**src/rtl/ball_motion_ctrl_pkg.sv**
```systemverilog
// Shared keycodes, direction/state encodings and screen bounds for the ball
// motion controller.
package ball_pkg;

  localparam logic [7:0] KEY_A = 8'h04;
  localparam logic [7:0] KEY_D = 8'h07;
  localparam logic [7:0] KEY_W = 8'h1A;
  localparam logic [7:0] KEY_S = 8'h16;

  localparam int unsigned SCR_X_MIN = 0;
  localparam int unsigned SCR_X_MAX = 639;
  localparam int unsigned SCR_Y_MIN = 0;
  localparam int unsigned SCR_Y_MAX = 479;

  typedef enum logic [2:0] {
    DIR_NONE = 3'd0,
    DIR_A    = 3'd1,
    DIR_D    = 3'd2,
    DIR_W    = 3'd3,
    DIR_S    = 3'd4,
    DIR_AW   = 3'd5,
    DIR_AS   = 3'd6,
    DIR_DW   = 3'd7
  } dir_t;

  typedef enum logic [1:0] {
    ST_IDLE  = 2'd0,
    ST_SCAN  = 2'd1,
    ST_BOUND = 2'd2,
    ST_ISSUE = 2'd3
  } state_t;

  function automatic dir_t key2dir(input logic [7:0] code);
    case (code)
      KEY_A:   return DIR_A;
      KEY_D:   return DIR_D;
      KEY_W:   return DIR_W;
      KEY_S:   return DIR_S;
      default: return DIR_NONE;
    endcase
  endfunction

  // DS has no code of its own and reports as D.
  function automatic dir_t diag_dir(input dir_t x, input dir_t y);
    if (x == DIR_NONE) return y;
    if (y == DIR_NONE) return x;
    if (x == DIR_A)    return (y == DIR_W) ? DIR_AW : DIR_AS;
    return (y == DIR_W) ? DIR_DW : DIR_D;
  endfunction

endpackage

```
**src/rtl/ball_motion_ctrl_if.sv**
```systemverilog
// Motion command handshake between the controller and the ball position register.
interface ball_motion_ctrl_if;
  logic [9:0] Motion_X;
  logic [9:0] Motion_Y;
  logic       move_valid;
  logic       move_ready;

  modport master (output Motion_X, output Motion_Y, output move_valid, input move_ready);
  modport slave  (input Motion_X, input Motion_Y, input move_valid, output move_ready);
endinterface

```
**src/rtl/ball_motion_ctrl_key_arbiter.sv**
```systemverilog
// Maps four keycode slots to directions and picks one with sticky priority:
// the current direction wins if still held, else the lowest slot on this axis.
module key_arbiter
  import ball_pkg::*;
#(
  parameter bit USE_X = 1'b1,
  parameter bit USE_Y = 1'b1
) (
  input  logic [3:0][7:0] slots_i,
  input  dir_t            cur_i,
  output dir_t            dir_o,
  output logic            hit_o
);

  function automatic logic on_axis(input dir_t d);
    return (USE_X && (d == DIR_A || d == DIR_D)) ||
           (USE_Y && (d == DIR_W || d == DIR_S));
  endfunction

  always_comb begin
    dir_o = cur_i;
    hit_o = 1'b0;
    for (int unsigned i = 0; i < 4; i++) begin
      if (on_axis(cur_i) && key2dir(slots_i[i]) == cur_i) hit_o = 1'b1;
    end
    for (int unsigned i = 0; i < 4; i++) begin
      if (!hit_o && on_axis(key2dir(slots_i[i]))) begin
        dir_o = key2dir(slots_i[i]);
        hit_o = 1'b1;
      end
    end
  end

endmodule

```
**src/rtl/ball_motion_ctrl.sv**
```systemverilog
// Per-frame ball motion sequencer: frame tick -> key scan -> wall bounce -> command.
// Define BALL_DIAG_EN for independent X/Y key selection (diagonal motion).
module ball_motion_ctrl
  import ball_pkg::*;
#(
  parameter int unsigned STEP  = 1,
  parameter int unsigned X_MIN = SCR_X_MIN,
  parameter int unsigned X_MAX = SCR_X_MAX,
  parameter int unsigned Y_MIN = SCR_Y_MIN,
  parameter int unsigned Y_MAX = SCR_Y_MAX
) (
  input  logic               Clk,
  input  logic               Reset,
  input  logic               frame_clk,
  input  logic [7:0]         keycode0,
  input  logic [7:0]         keycode1,
  input  logic [7:0]         keycode2,
  input  logic [7:0]         keycode3,
  input  logic [9:0]         BallX,
  input  logic [9:0]         BallY,
  input  logic [9:0]         BallS,
  ball_motion_ctrl_if.master mv,
  output logic [7:0]         overrun_cnt,
  output logic [2:0]         cur_dir
);

  localparam logic [9:0]  STEP_P = 10'(STEP);
  localparam logic [9:0]  STEP_N = ~STEP_P + 10'd1;
  localparam logic [10:0] STEP_W = 11'(STEP);
  localparam logic [10:0] XMIN_W = 11'(X_MIN);
  localparam logic [10:0] XMAX_W = 11'(X_MAX);
  localparam logic [10:0] YMIN_W = 11'(Y_MIN);
  localparam logic [10:0] YMAX_W = 11'(Y_MAX);

  logic            fs1_q, fs2_q, fs3_q, tick;
  state_t          state_q, state_d;
  dir_t            cur_dir_q, cur_dir_d, scan_dir;
  logic [9:0]      prop_x_q, prop_x_d, prop_y_q, prop_y_d;
  logic [9:0]      mx_q, mx_d, my_q, my_d;
  logic [9:0]      scan_px, scan_py, bnc_x, bnc_y;
  logic            valid_q, valid_d;
  logic [7:0]      ovr_q, ovr_d;
  logic [3:0][7:0] slots;

  assign slots = {keycode3, keycode2, keycode1, keycode0};
  assign tick  = fs2_q & ~fs3_q;

`ifdef BALL_DIAG_EN
  dir_t xdir_q, ydir_q, xsel, ysel, scan_xdir, scan_ydir;
  logic xhit, yhit;

  key_arbiter #(.USE_X(1'b1), .USE_Y(1'b0)) u_arb_x (
    .slots_i(slots), .cur_i(xdir_q), .dir_o(xsel), .hit_o(xhit)
  );
  key_arbiter #(.USE_X(1'b0), .USE_Y(1'b1)) u_arb_y (
    .slots_i(slots), .cur_i(ydir_q), .dir_o(ysel), .hit_o(yhit)
  );

  // An axis with no key held keeps its previous (possibly bounced) motion.
  always_comb begin
    scan_xdir = xhit ? xsel : xdir_q;
    scan_ydir = yhit ? ysel : ydir_q;
    scan_dir  = diag_dir(scan_xdir, scan_ydir);
    scan_px   = mx_q;
    scan_py   = my_q;
    if (xhit) scan_px = (xsel == DIR_D) ? STEP_P : STEP_N;
    if (yhit) scan_py = (ysel == DIR_S) ? STEP_P : STEP_N;
  end

  always_ff @(posedge Clk or negedge Reset) begin
    if (!Reset) begin
      xdir_q <= DIR_NONE;
      ydir_q <= DIR_NONE;
    end else if (state_q == ST_SCAN) begin
      xdir_q <= scan_xdir;
      ydir_q <= scan_ydir;
    end
  end
`else
  dir_t sel;
  logic hit;

  key_arbiter #(.USE_X(1'b1), .USE_Y(1'b1)) u_arb (
    .slots_i(slots), .cur_i(cur_dir_q), .dir_o(sel), .hit_o(hit)
  );

  // No mapped key: direction and previous (possibly bounced) motion both persist.
  always_comb begin
    scan_dir = hit ? sel : cur_dir_q;
    scan_px  = mx_q;
    scan_py  = my_q;
    if (hit) begin
      scan_px = '0;
      scan_py = '0;
      case (sel)
        DIR_A:   scan_px = STEP_N;
        DIR_D:   scan_px = STEP_P;
        DIR_W:   scan_py = STEP_N;
        DIR_S:   scan_py = STEP_P;
        default: ;
      endcase
    end
  end
`endif

  // Bounds use 11-bit sums so edge positions near 1023 cannot wrap.
  always_comb begin
    bnc_x = prop_x_q;
    bnc_y = prop_y_q;
    if (prop_x_q != '0 && !prop_x_q[9] &&
        ({1'b0, BallX} + {1'b0, BallS} + STEP_W) > XMAX_W)          bnc_x = STEP_N;
    else if (prop_x_q[9] && {1'b0, BallX} < (XMIN_W + {1'b0, BallS} + STEP_W)) bnc_x = STEP_P;
    if (prop_y_q != '0 && !prop_y_q[9] &&
        ({1'b0, BallY} + {1'b0, BallS} + STEP_W) > YMAX_W)          bnc_y = STEP_N;
    else if (prop_y_q[9] && {1'b0, BallY} < (YMIN_W + {1'b0, BallS} + STEP_W)) bnc_y = STEP_P;
  end

  always_comb begin
    state_d   = state_q;
    cur_dir_d = cur_dir_q;
    prop_x_d  = prop_x_q;
    prop_y_d  = prop_y_q;
    mx_d      = mx_q;
    my_d      = my_q;
    valid_d   = valid_q;
    ovr_d     = ovr_q;
    case (state_q)
      ST_IDLE:  if (tick) state_d = ST_SCAN;
      ST_SCAN: begin
        prop_x_d  = scan_px;
        prop_y_d  = scan_py;
        cur_dir_d = scan_dir;
        state_d   = ST_BOUND;
      end
      ST_BOUND: begin
        mx_d    = bnc_x;
        my_d    = bnc_y;
        valid_d = 1'b1;
        state_d = ST_ISSUE;
      end
      ST_ISSUE: if (mv.move_ready) begin
        valid_d = 1'b0;
        state_d = ST_IDLE;
      end
      default:  state_d = ST_IDLE;
    endcase
    if (tick && state_q != ST_IDLE && ovr_q != 8'hFF) ovr_d = ovr_q + 8'd1;
  end

  always_ff @(posedge Clk or negedge Reset) begin
    if (!Reset) begin
      fs1_q     <= 1'b0;
      fs2_q     <= 1'b0;
      fs3_q     <= 1'b0;
      state_q   <= ST_IDLE;
      cur_dir_q <= DIR_NONE;
      prop_x_q  <= '0;
      prop_y_q  <= '0;
      mx_q      <= '0;
      my_q      <= '0;
      valid_q   <= 1'b0;
      ovr_q     <= '0;
    end else begin
      fs1_q     <= frame_clk;
      fs2_q     <= fs1_q;
      fs3_q     <= fs2_q;
      state_q   <= state_d;
      cur_dir_q <= cur_dir_d;
      prop_x_q  <= prop_x_d;
      prop_y_q  <= prop_y_d;
      mx_q      <= mx_d;
      my_q      <= my_d;
      valid_q   <= valid_d;
      ovr_q     <= ovr_d;
    end
  end

  assign mv.Motion_X  = mx_q;
  assign mv.Motion_Y  = my_q;
  assign mv.move_valid = valid_q;
  assign overrun_cnt  = ovr_q;
  assign cur_dir      = cur_dir_q;

endmodule
```
**src/flat_wrapper.sv**
```systemverilog
// flat-port wrapper written by rule: the top's interface ports become plain ports
module ball_motion_ctrl_flat import ball_pkg::*;
#(
  parameter int unsigned STEP  = 1,
  parameter int unsigned X_MIN = SCR_X_MIN,
  parameter int unsigned X_MAX = SCR_X_MAX,
  parameter int unsigned Y_MIN = SCR_Y_MIN,
  parameter int unsigned Y_MAX = SCR_Y_MAX
)
  (Clk, Reset, frame_clk, keycode0, keycode1, keycode2, keycode3, BallX, BallY, BallS, overrun_cnt, cur_dir, mv_Motion_X, mv_Motion_Y, mv_move_valid, mv_move_ready);
  ball_motion_ctrl_if mv_i ();
  input  logic Clk;
  input  logic Reset;
  input  logic frame_clk;
  input  logic [7:0] keycode0;
  input  logic [7:0] keycode1;
  input  logic [7:0] keycode2;
  input  logic [7:0] keycode3;
  input  logic [9:0] BallX;
  input  logic [9:0] BallY;
  input  logic [9:0] BallS;
  output logic [7:0] overrun_cnt;
  output logic [2:0] cur_dir;
  output wire logic [$bits(mv_i.Motion_X)-1:0] mv_Motion_X;
  output wire logic [$bits(mv_i.Motion_Y)-1:0] mv_Motion_Y;
  output wire logic [$bits(mv_i.move_valid)-1:0] mv_move_valid;
  input wire logic [$bits(mv_i.move_ready)-1:0] mv_move_ready;
  assign mv_Motion_X = mv_i.Motion_X;
  assign mv_Motion_Y = mv_i.Motion_Y;
  assign mv_move_valid = mv_i.move_valid;
  assign mv_i.move_ready = mv_move_ready;
  ball_motion_ctrl #(.STEP(STEP), .X_MIN(X_MIN), .X_MAX(X_MAX), .Y_MIN(Y_MIN), .Y_MAX(Y_MAX)) u_core (.Clk(Clk), .Reset(Reset), .frame_clk(frame_clk), .keycode0(keycode0), .keycode1(keycode1), .keycode2(keycode2), .keycode3(keycode3), .BallX(BallX), .BallY(BallY), .BallS(BallS), .mv(mv_i), .overrun_cnt(overrun_cnt), .cur_dir(cur_dir));
endmodule
```
**config.mk**
```make
export PLATFORM = sky130hd
export DESIGN_NAME = ball_motion_ctrl_flat
export DESIGN_NICKNAME = d
export VERILOG_FILES = /design/src/rtl/ball_motion_ctrl_pkg.sv /design/src/rtl/ball_motion_ctrl_if.sv /design/src/rtl/ball_motion_ctrl_key_arbiter.sv /design/src/rtl/ball_motion_ctrl.sv /design/src/flat_wrapper.sv
export SDC_FILE = /design/constraint.sdc
export NUM_CORES = 1
export LEC_CHECK = 0
export BUFFER_PORTS_ARGS = -buffer_cell sky130_fd_sc_hd__buf_2
export CORE_ASPECT_RATIO = 0.7
export CORE_MARGIN = 2
export CORE_UTILIZATION = 50
export CTS_BUF_LIST = sky130_fd_sc_hd__clkbuf_8
export CTS_CLUSTER_SIZE = 25
export DETAILED_ROUTE_END_ITERATION = 8
export PLACE_DENSITY_LB_ADDON = 0.15
export SLEW_MARGIN = 30
export SYNTH_ARGS = -nofsm -noshare
export SYNTH_HDL_FRONTEND = slang
export SYNTH_SLANG_ARGS = --single-unit
```
**constraint.sdc**
```tcl
create_clock -name Clk -period 6.9 [get_ports Clk]
set_clock_uncertainty 0.1 [all_clocks]
set_input_delay 1.035 -clock Clk [delete_from_list [all_inputs] [get_ports Clk]]
set_output_delay 1.035 -clock Clk [all_outputs]
set_load 0.01 [all_outputs]
```
After elaboration in Yosys (flattened, before gate mapping)
Index checks and enable logic that the tools add are counted.
{ "totals": {"elab_cells": 147, "output_inout_bits": 32, "ff_bits": 57} }
{ "op_classes": {"muxes": 29, "n_reduce_logical": 45, "n_addsub": 6, "n_bitwise": 2, "n_lt_le_gt_ge": 4, "eq_ne": 50} }
{ "ops": {"columns": ["cell", "count"], "rows": [
  ["== test 8 x 3 -> 1 bit, second input constant", 8],
  ["== test 8 x 5 -> 1 bit, second input constant", 8],
  ["two-way mux 10 bit", 6],
  ["case mux 3 bit (4 select lines)", 4],
  ["case mux 10 bit (2 select lines)", 2],
  ["== test 3 x 2 -> 1 bit, second input constant", 12],
  ["adder 10 x 10 -> 11 bit", 2],
  ["adder 11 x 1 -> 11 bit, second input constant", 2],
  ["< comparator 10 x 11 -> 1 bit", 2],
  ["nonzero test 10 bit", 2],
  ["== test 3 x 1 -> 1 bit, second input constant", 6],
  ["== test 3 bit, second input constant", 6],
  ["logical AND 1 bit", 16],
  ["logical OR 1 bit", 15],
  ["== test 3 bit", 4],
  ["two-way mux 3 bit", 4],
  ["adder 10 x 1 -> 11 bit, second input constant", 1],
  ["> comparator 11 x 10 -> 1 bit, second input constant", 1],
  ["> comparator 11 x 9 -> 1 bit, second input constant", 1],
  ["two-way mux 1 bit", 9],
  ["adder 8 x 1 -> 8 bit, second input constant", 1],
  ["!= test 8 bit, second input constant", 1],
  ["case mux 2 bit (4 select lines)", 1],
  ["logical NOT 1 bit", 6],
  ["11 further kinds", 16]
]} }

Logic depth before layout (Yosys ltp)
Gate-level depths: netlist (run 1).
{ "depth": {"ltp_word": 23, "ltp_mapped": 12, "mapped_depth_nobuf": 12} }

By module
From an unflattened synthesis (run 1), not the netlist that was laid out.
{ "unflattened": {"hier_cells": 544, "area_unflattened_um2": 4788.3} }
{ "by_module_without_submodules": {"columns": ["module", "area_per_inst_um2", "cells_each", "n_inst"], "rows": [
  ["ball_motion_ctrl", 3911.3, 415, 1],
  ["key_arbiter", 877.1, 129, 1]
]} }

Least setup slack after synthesis (run 1)
OpenSTA, ideal clock, no wires.
{ "synth_path": {"path_kind": "input-to-reg", "from": "in BallS[0]", "to": "reg u_core.mx_q[9], in the netlist u_core.mv.Motion_X[9]", "t_arrival_ns": 3.515, "slack_ns": 3.120, "setup_time_ns": 0.166, "stages": 12, "cell_sequence": "inv_1 > ha_1 > inv_1 > fa_1 > a21o_1 > a21o_1 > a21o_1 > a2111oi_0 > nor3_1 > xnor2_1 > o41ai_2 > o221ai_1"} }
{ "synth_between": {"elab_chain_len": 5, "word_cells_on_any_way": 9, "classes_between": "add/sub (3); order compare (2); mux (2); reduce/logical (2)"} }
{ "synth_lines": {"columns": ["element", "line", "source"], "rows": [
  ["start: declaration", "flat_wrapper.sv:21", "input logic [9:0] BallS;"],
  ["adder 10 x 10 -> 11 bit or adder 10 x 1 -> 11 bit (tied branches)", "ball_motion_ctrl.sv:111, ball_motion_ctrl.sv:112", null],
  ["adder 11 x 1 -> 11 bit or < comparator 10 x 11 -> 1 bit (tied branches)", "ball_motion_ctrl.sv:111, ball_motion_ctrl.sv:112", null],
  ["> comparator 11 x 10 -> 1 bit or logical AND 1 bit (tied branches)", "ball_motion_ctrl.sv:111, ball_motion_ctrl.sv:112", null],
  ["logical AND 1 bit or two-way mux 10 bit (tied branches)", "ball_motion_ctrl.sv:110, ball_motion_ctrl.sv:112", null],
  ["two-way mux 10 bit (*)", "ball_motion_ctrl.sv:110", "if (prop_x_q != '0 && !prop_x_q[9] &&"],
  ["end signal: assignment", "ball_motion_ctrl.sv:171", "mx_q <= mx_d;"],
  ["end: declaration", "ball_motion_ctrl.sv:39", "logic [9:0] mx_q, mx_d, my_q, my_d;"]
]} }
Every way passes the cells marked *; elsewhere a longest branch is shown, timed or not.
A chain may end at the register's enable or synchronous reset.

Worst setup path after layout (run 1)
{ "layout_path": {"from": "in BallS[0]", "to": "reg u_core.mx_q[5], in the netlist u_core.mv.Motion_X[5]"} }
Same word-level chain as after synthesis.

==> results of run 1 <==
==> flip-flops by register name, summed over array words and instances, names as in the netlist <==
| name | flops |
|---|---|
| u_core.prop_x_q | 10 |
| u_core.mv.Motion_X | 10 |
| u_core.mv.move_valid | 1 |
| u_core.mv.Motion_Y | 10 |
| u_core.state_q | 2 |
| u_core.prop_y_q | 10 |
| u_core.cur_dir | 3 |
| u_core.fs1_q | 1 |
| u_core.fs2_q | 1 |
| u_core.fs3_q | 1 |
| u_core.overrun_cnt | 8 |
==> stage by stage <==
stage / cell area (sq um) / hold WS, ps / cells
after CTS: 5460 / 249 / 743
after floorplan: 4670 / 231 / 520
after detailed placement: 5250 / 236 / 727
after global placement: 5250 / 233 / 727
final: 5470 / 249 / 743
after global routing: 5470 / 261 / 743
==> logic make-up (layout without fill, tap and decap cells) <==
kind of cell / after synthesis / after routing / synth area share
and+or+nand+nor: 177 / 177 / 0.209
AOI/OAI and AO/OA: 166 / 166 / 0.262
DFF: 57 / 57 / 0.306
adders and majority gates: 46 / 46 / 0.127
buffers and inverters: 45 / 144 / 0.0402
xor gates and xnor gates: 25 / 25 / 0.0469
muxes: 4 / 4 / 0.00992
==> where the power goes <==
group | switching, uW | internal, uW | leakage [uW]
sequential | 132 | 484 | 0.000685
combinational | 492 | 359 | 0.00183
clock | 132 | 193 | 0.000115
total | 757 | 1040 | 0.00263
==> cells in the mapped netlist (all sizes together), types with 5 or more instances <==
| cell type | number |
|---|---|
| dfrtp | 57 |
| ha | 44 |
| nand2 | 39 |
| nor2 | 39 |
| o21ai | 36 |
| inv | 28 |
| a21oi | 24 |
| nor3 | 18 |
| xnor2 | 16 |
| a21o | 15 |
| a31oi | 14 |
| o21a | 13 |
| and3 | 12 |
| clkbuf | 12 |
| nand3 | 11 |
| o221ai | 10 |
| or2 | 10 |
| a221o | 9 |
| xor2 | 9 |
| nor2b | 7 |
| nor4 | 7 |
| nor4bb | 7 |
| a211oi | 5 |
| buf | 5 |
==> area by class of cell <==
class / instances / area, sq um / area share
clock buffers: 12 / 165 / 0.0302
multi-input cells: 418 / 3070 / 0.561
inverters: 28 / 105 / 0.0192
flip-flops and latches: 57 / 1430 / 0.261
well taps: 124 / 155 / 0.0284
repair buffers: 100 / 508 / 0.0929
clock inverters: 4 / 42.5 / 0.00778
==> worst max-delay path: stages <==
cell,delay [ps]
buf_2,120
inv_1,80
ha_1,190
inv_1,60
fa_1,350
a21o_1,170
a21o_1,170
a21o_1,180
a2111oi_0,440
nor3_1,130
xnor2_1,160
o41ai_2,710
o221ai_1,250
==> final timing paths <==
kind	start	to	depth (start not counted)
max	BallS[0]	u_core.mv.Motion_X[5]$_DFFE_PN0P_	13
min in group asynchronous	Reset	u_core.mv.Motion_X[9]$_DFFE_PN0P_	2
max reg2reg	u_core.cur_dir[0]$_DFFE_PN0P_	u_core.prop_y_q[5]$_DFFE_PN0P_	7
max in group asynchronous	Reset	u_core.mv.Motion_Y[2]$_DFFE_PN0P_	2
min reg2reg	u_core.fs1_q$_DFF_PN0_	u_core.fs2_q$_DFF_PN0_	0
min	u_core.fs1_q$_DFF_PN0_	u_core.fs2_q$_DFF_PN0_	0
==> metal layers <==
layer | vias up | share of wire | track usage
met4 | 0 | 0.0086 | 0.0535
met5 | - | 0 | 0
met1 | 2075 | 0.50 | 0.363
li1 | 2162 | - | -
met3 | 8 | 0.069 | 0.0598
met2 | 153 | 0.42 | 0.358
==> impl_metrics.ini, run 1 <==
[logic_synthesis]
yosys.area.top_type = dfrtp_1
netlist_instances = 520
synth_ff_type = dfrtp_1
synth_fp_nets = 632
yosysTopAreaCellShare = 0.306
synth-seq-cells = 57
synth_cell_types = 80
syn_area_sq_um = 4670
synth_area_leaders = dfrtp_1 (31%), ha_1 (12%), nand2_1 (3.1%)
ys_warn_count = 0
async_reset_ff_frac = 1.00
yosysSeqAreaShare = 0.306
syn_area_per_cell_sq_um = 8.98
synth_edf_count = 0

[worst_hold_path]
min_path_type = flip-flop to flip-flop

[floorplanning]
rows = 29
dieHeight_um = 84.8
pin_count = 98
die_w_um = 119
core_area_sq_um = 9070
dieArea_sq_um = 10100
initial_core_util = 0.515

[finish]
final_cell_mix = buf_2 (97), dfrtp_1 (57), ha_1 (44)
fill_cells = 805
nets = 726
layout_commonest_cell = buf_2
n_antenna_cell = 0
areaGrowthSynthToFinish_pct = 17.1
fin_util = 0.603
drive_above_1_share = 0.234

[power]
p_leak_uw = 0.00263
peakVddDrop_mv = 0.227
total_power_uw = 1790
cellPowerDensity_nw_per_um2 = 328

[place]
dpl.hpwl_um = 9090
post-place-ws_ps = 2590
port-buffer-count = 97
routabilityCongestion = 0.843

[clock_network]
path_clk_slew_ps = 60
cts_made_buffers = 9
clk_latency_ps = 350
cts-root-buf = clkbuf_8
cts.path.max_buffers = 2
h-tree-depth = 3
post_cts_resize_count = 0
hold_buffers = 0
cts.sinks = 57
cts_tree = done
post_cts_buffers = 0

[setup_path]
reg2reg_setup_slack_ps = 3890
critPathKind = primary input to flip-flop
end_kind = flip-flop
crit_fanout = 10
crit_required_ps = 6980
cp.arrival_ps = 4040
crit_path_start_kind = primary input

[routing]
ant_nets = 0
vias_per_cell = 5.92
drtIter0Drc = 286
num_vias = 4398
drc = 0
routed_wl_um = 11900
wl_per_cell_um = 16.0
firstDrtPassIters = 5

[timing]
slew-limit-headroom = 0.409
setup_viol = 0
timing.fmax_ghz = 0.252
tns_ps = 0
drv_slew = 0
rsz0062_at_grt = no
fin_crit_ps = 3960
setup_ws_ps = 2940
worstMarginPinSlew_ps = 877
hold_violations = 0
post-route-period-util = 0.574

[grt]
first_global_vias = 4117
antenna_found_initial = 0
overflow = 0
grt_pass1_wl_um = 19800
grt_max_degree = 58
track_usage = 0.243

[run_status]
status = complete, no violations

[job]
cap_violations = 0
No activity file was read; power rests on OpenSTA's default activity.
==> run 2, diff against run 1 <==
Clock period 6.9 ns to 3.2 ns, I/O delays scaled along.
==> impl_metrics.ini, run 2 (synthesized netlist as in run 1, its figures left out) <==
[setup_path]
slowest_delay_ps = 570
critPathKind = primary input to flip-flop
cp.arrival_ps = 3140
end_kind = flip-flop
slowest_stage = a211oi_2
crit_top_cell = a21o_1
path_cells = buf_2, inv_1, buf_4, ha_1, inv_1, fa_1, a21o_1, a21o_1, a21o_1, a21oi_1, xnor2_1, a41oi_1, a211oi_2, a221o_1
crit_fanout = 8
crit_required_ps = 3370
crit_path_start_kind = primary input

[power]
total_power_uw = 3770
p_leak_uw = 0.00268
peakVddDrop_mv = 0.465
cellPowerDensity_nw_per_um2 = 681

[clock_network]
h-tree-depth = 3
hold_buffers = 0
cts-root-buf = clkbuf_8
post_cts_resize_count = 0
cts.sinks = 57
clk_latency_ps = 340
cts_tree = done
cts_made_buffers = 9
path_clk_slew_ps = 60
cts.path.max_buffers = 2
post_cts_buffers = 0

[timing]
hold_violations = 0
setup_viol = 0
fin_crit_ps = 2970
slew-limit-headroom = 0.528
timing.fmax_ghz = 0.337
post-route-period-util = 0.927
worstMarginPinSlew_ps = 709
drv_slew = 0
rsz0062_at_grt = no

[floorplanning]
dieHeight_um = 84.8
core_area_sq_um = 9070
die_w_um = 119
initial_core_util = 0.515
pin_count = 98
rows = 29
dieArea_sq_um = 10100

[place]
routabilityCongestion = 0.879
port-buffer-count = 97
dpl.hpwl_um = 9030
place_area_sq_um = 5360

[grt]
grt_max_degree = 58
grt_pass1_wl_um = 19400
overflow = 0
track_usage = 0.236
first_global_vias = 4142
antenna_found_initial = 0

[run_status]
status = complete, no violations

[worst_hold_path]
min_path_type = primary input to flip-flop

[finish]
areaGrowthSynthToFinish_pct = 18.6
fin_util = 0.610
finalInstanceArea_sq_um = 5540
n_antenna_cell = 0
nets = 738
layout_commonest_cell = buf_2
drive_above_1_share = 0.249
final_cell_mix = buf_2 (97), dfrtp_1 (57), ha_1 (44)

[routing]
drtIter0Drc = 202
num_vias = 4360
vias_per_cell = 5.77
ant_nets = 0
drc = 0
wl_per_cell_um = 15.4
firstDrtPassIters = 4
routed_wl_um = 11600

[job]
cap_violations = 0
==> run 2: final cells by class <==
type	count	area [sq um]
multi-input combinational	418	3070
sequential	57	1430
tap	124	155
clock inverter	5	22.5
inverter	28	105
fill	797	3530
clock buffer	11	151
timing repair buffer	112	611
==> run 2: report_power, final <==
part / switching, uW / internal [uW] / leakage (uW)
registers: 250 / 1040 / 0.000685
logic: 1070 / 827 / 0.00189
clock network: 272 / 313 / 0.000101
==> run 2: worst paths after layout <==
check                                              start                           endpoint  slack [ps]  depth (start not counted)
max                                             BallS[0]  u_core.mv.Motion_Y[1]$_DFFE_PN0P_         230                         14
min                                            frame_clk             u_core.fs1_q$_DFF_PN0_         150                          1
max reg2reg                u_core.cur_dir[2]$_DFFE_PN0P_     u_core.prop_y_q[3]$_DFFE_PN0P_         610                          8
min reg2reg                       u_core.fs1_q$_DFF_PN0_             u_core.fs2_q$_DFF_PN0_         250                          0
max in group asynchronous                          Reset     u_core.prop_y_q[7]$_DFFE_PN0P_        2340                          2
min in group asynchronous                          Reset  u_core.mv.Motion_X[2]$_DFFE_PN0P_         170                          2
==> run 2: per-layer routing <==
metal,part of all wire,routed length [um],GRT usage
met5,0,0,0
met4,0.0054,63,0.0439
met3,0.058,673,0.0470
met2,0.44,5110,0.375
met1,0.50,5780,0.341
==> run 2: through the flow <==
| step | hold slack [ps] | setup TNS (ps) | worst slack, ps | cells |
|---|---|---|---|---|
| 6_report | 152 | 0 | 234 | 755 |
| 3_5_place_dp | 236 | -1460 | -121 | 739 |
| 4_1_cts | 130 | 0 | 238 | 755 |
| 2_1_floorplan | 84.4 | 0 | 130 | 520 |
| 3_3_place_gp | 232 | -501 | -39.8 | 739 |
| 5_1_grt | 137 | 0 | 48.1 | 755 |
==> run 2: critical path: cells and delay by family <==
kind,cells,cell delay (ps)
compound gates,7,1660
fa+ha+maj,2,520
buf+inv,4,320
xor+xnor,1,150
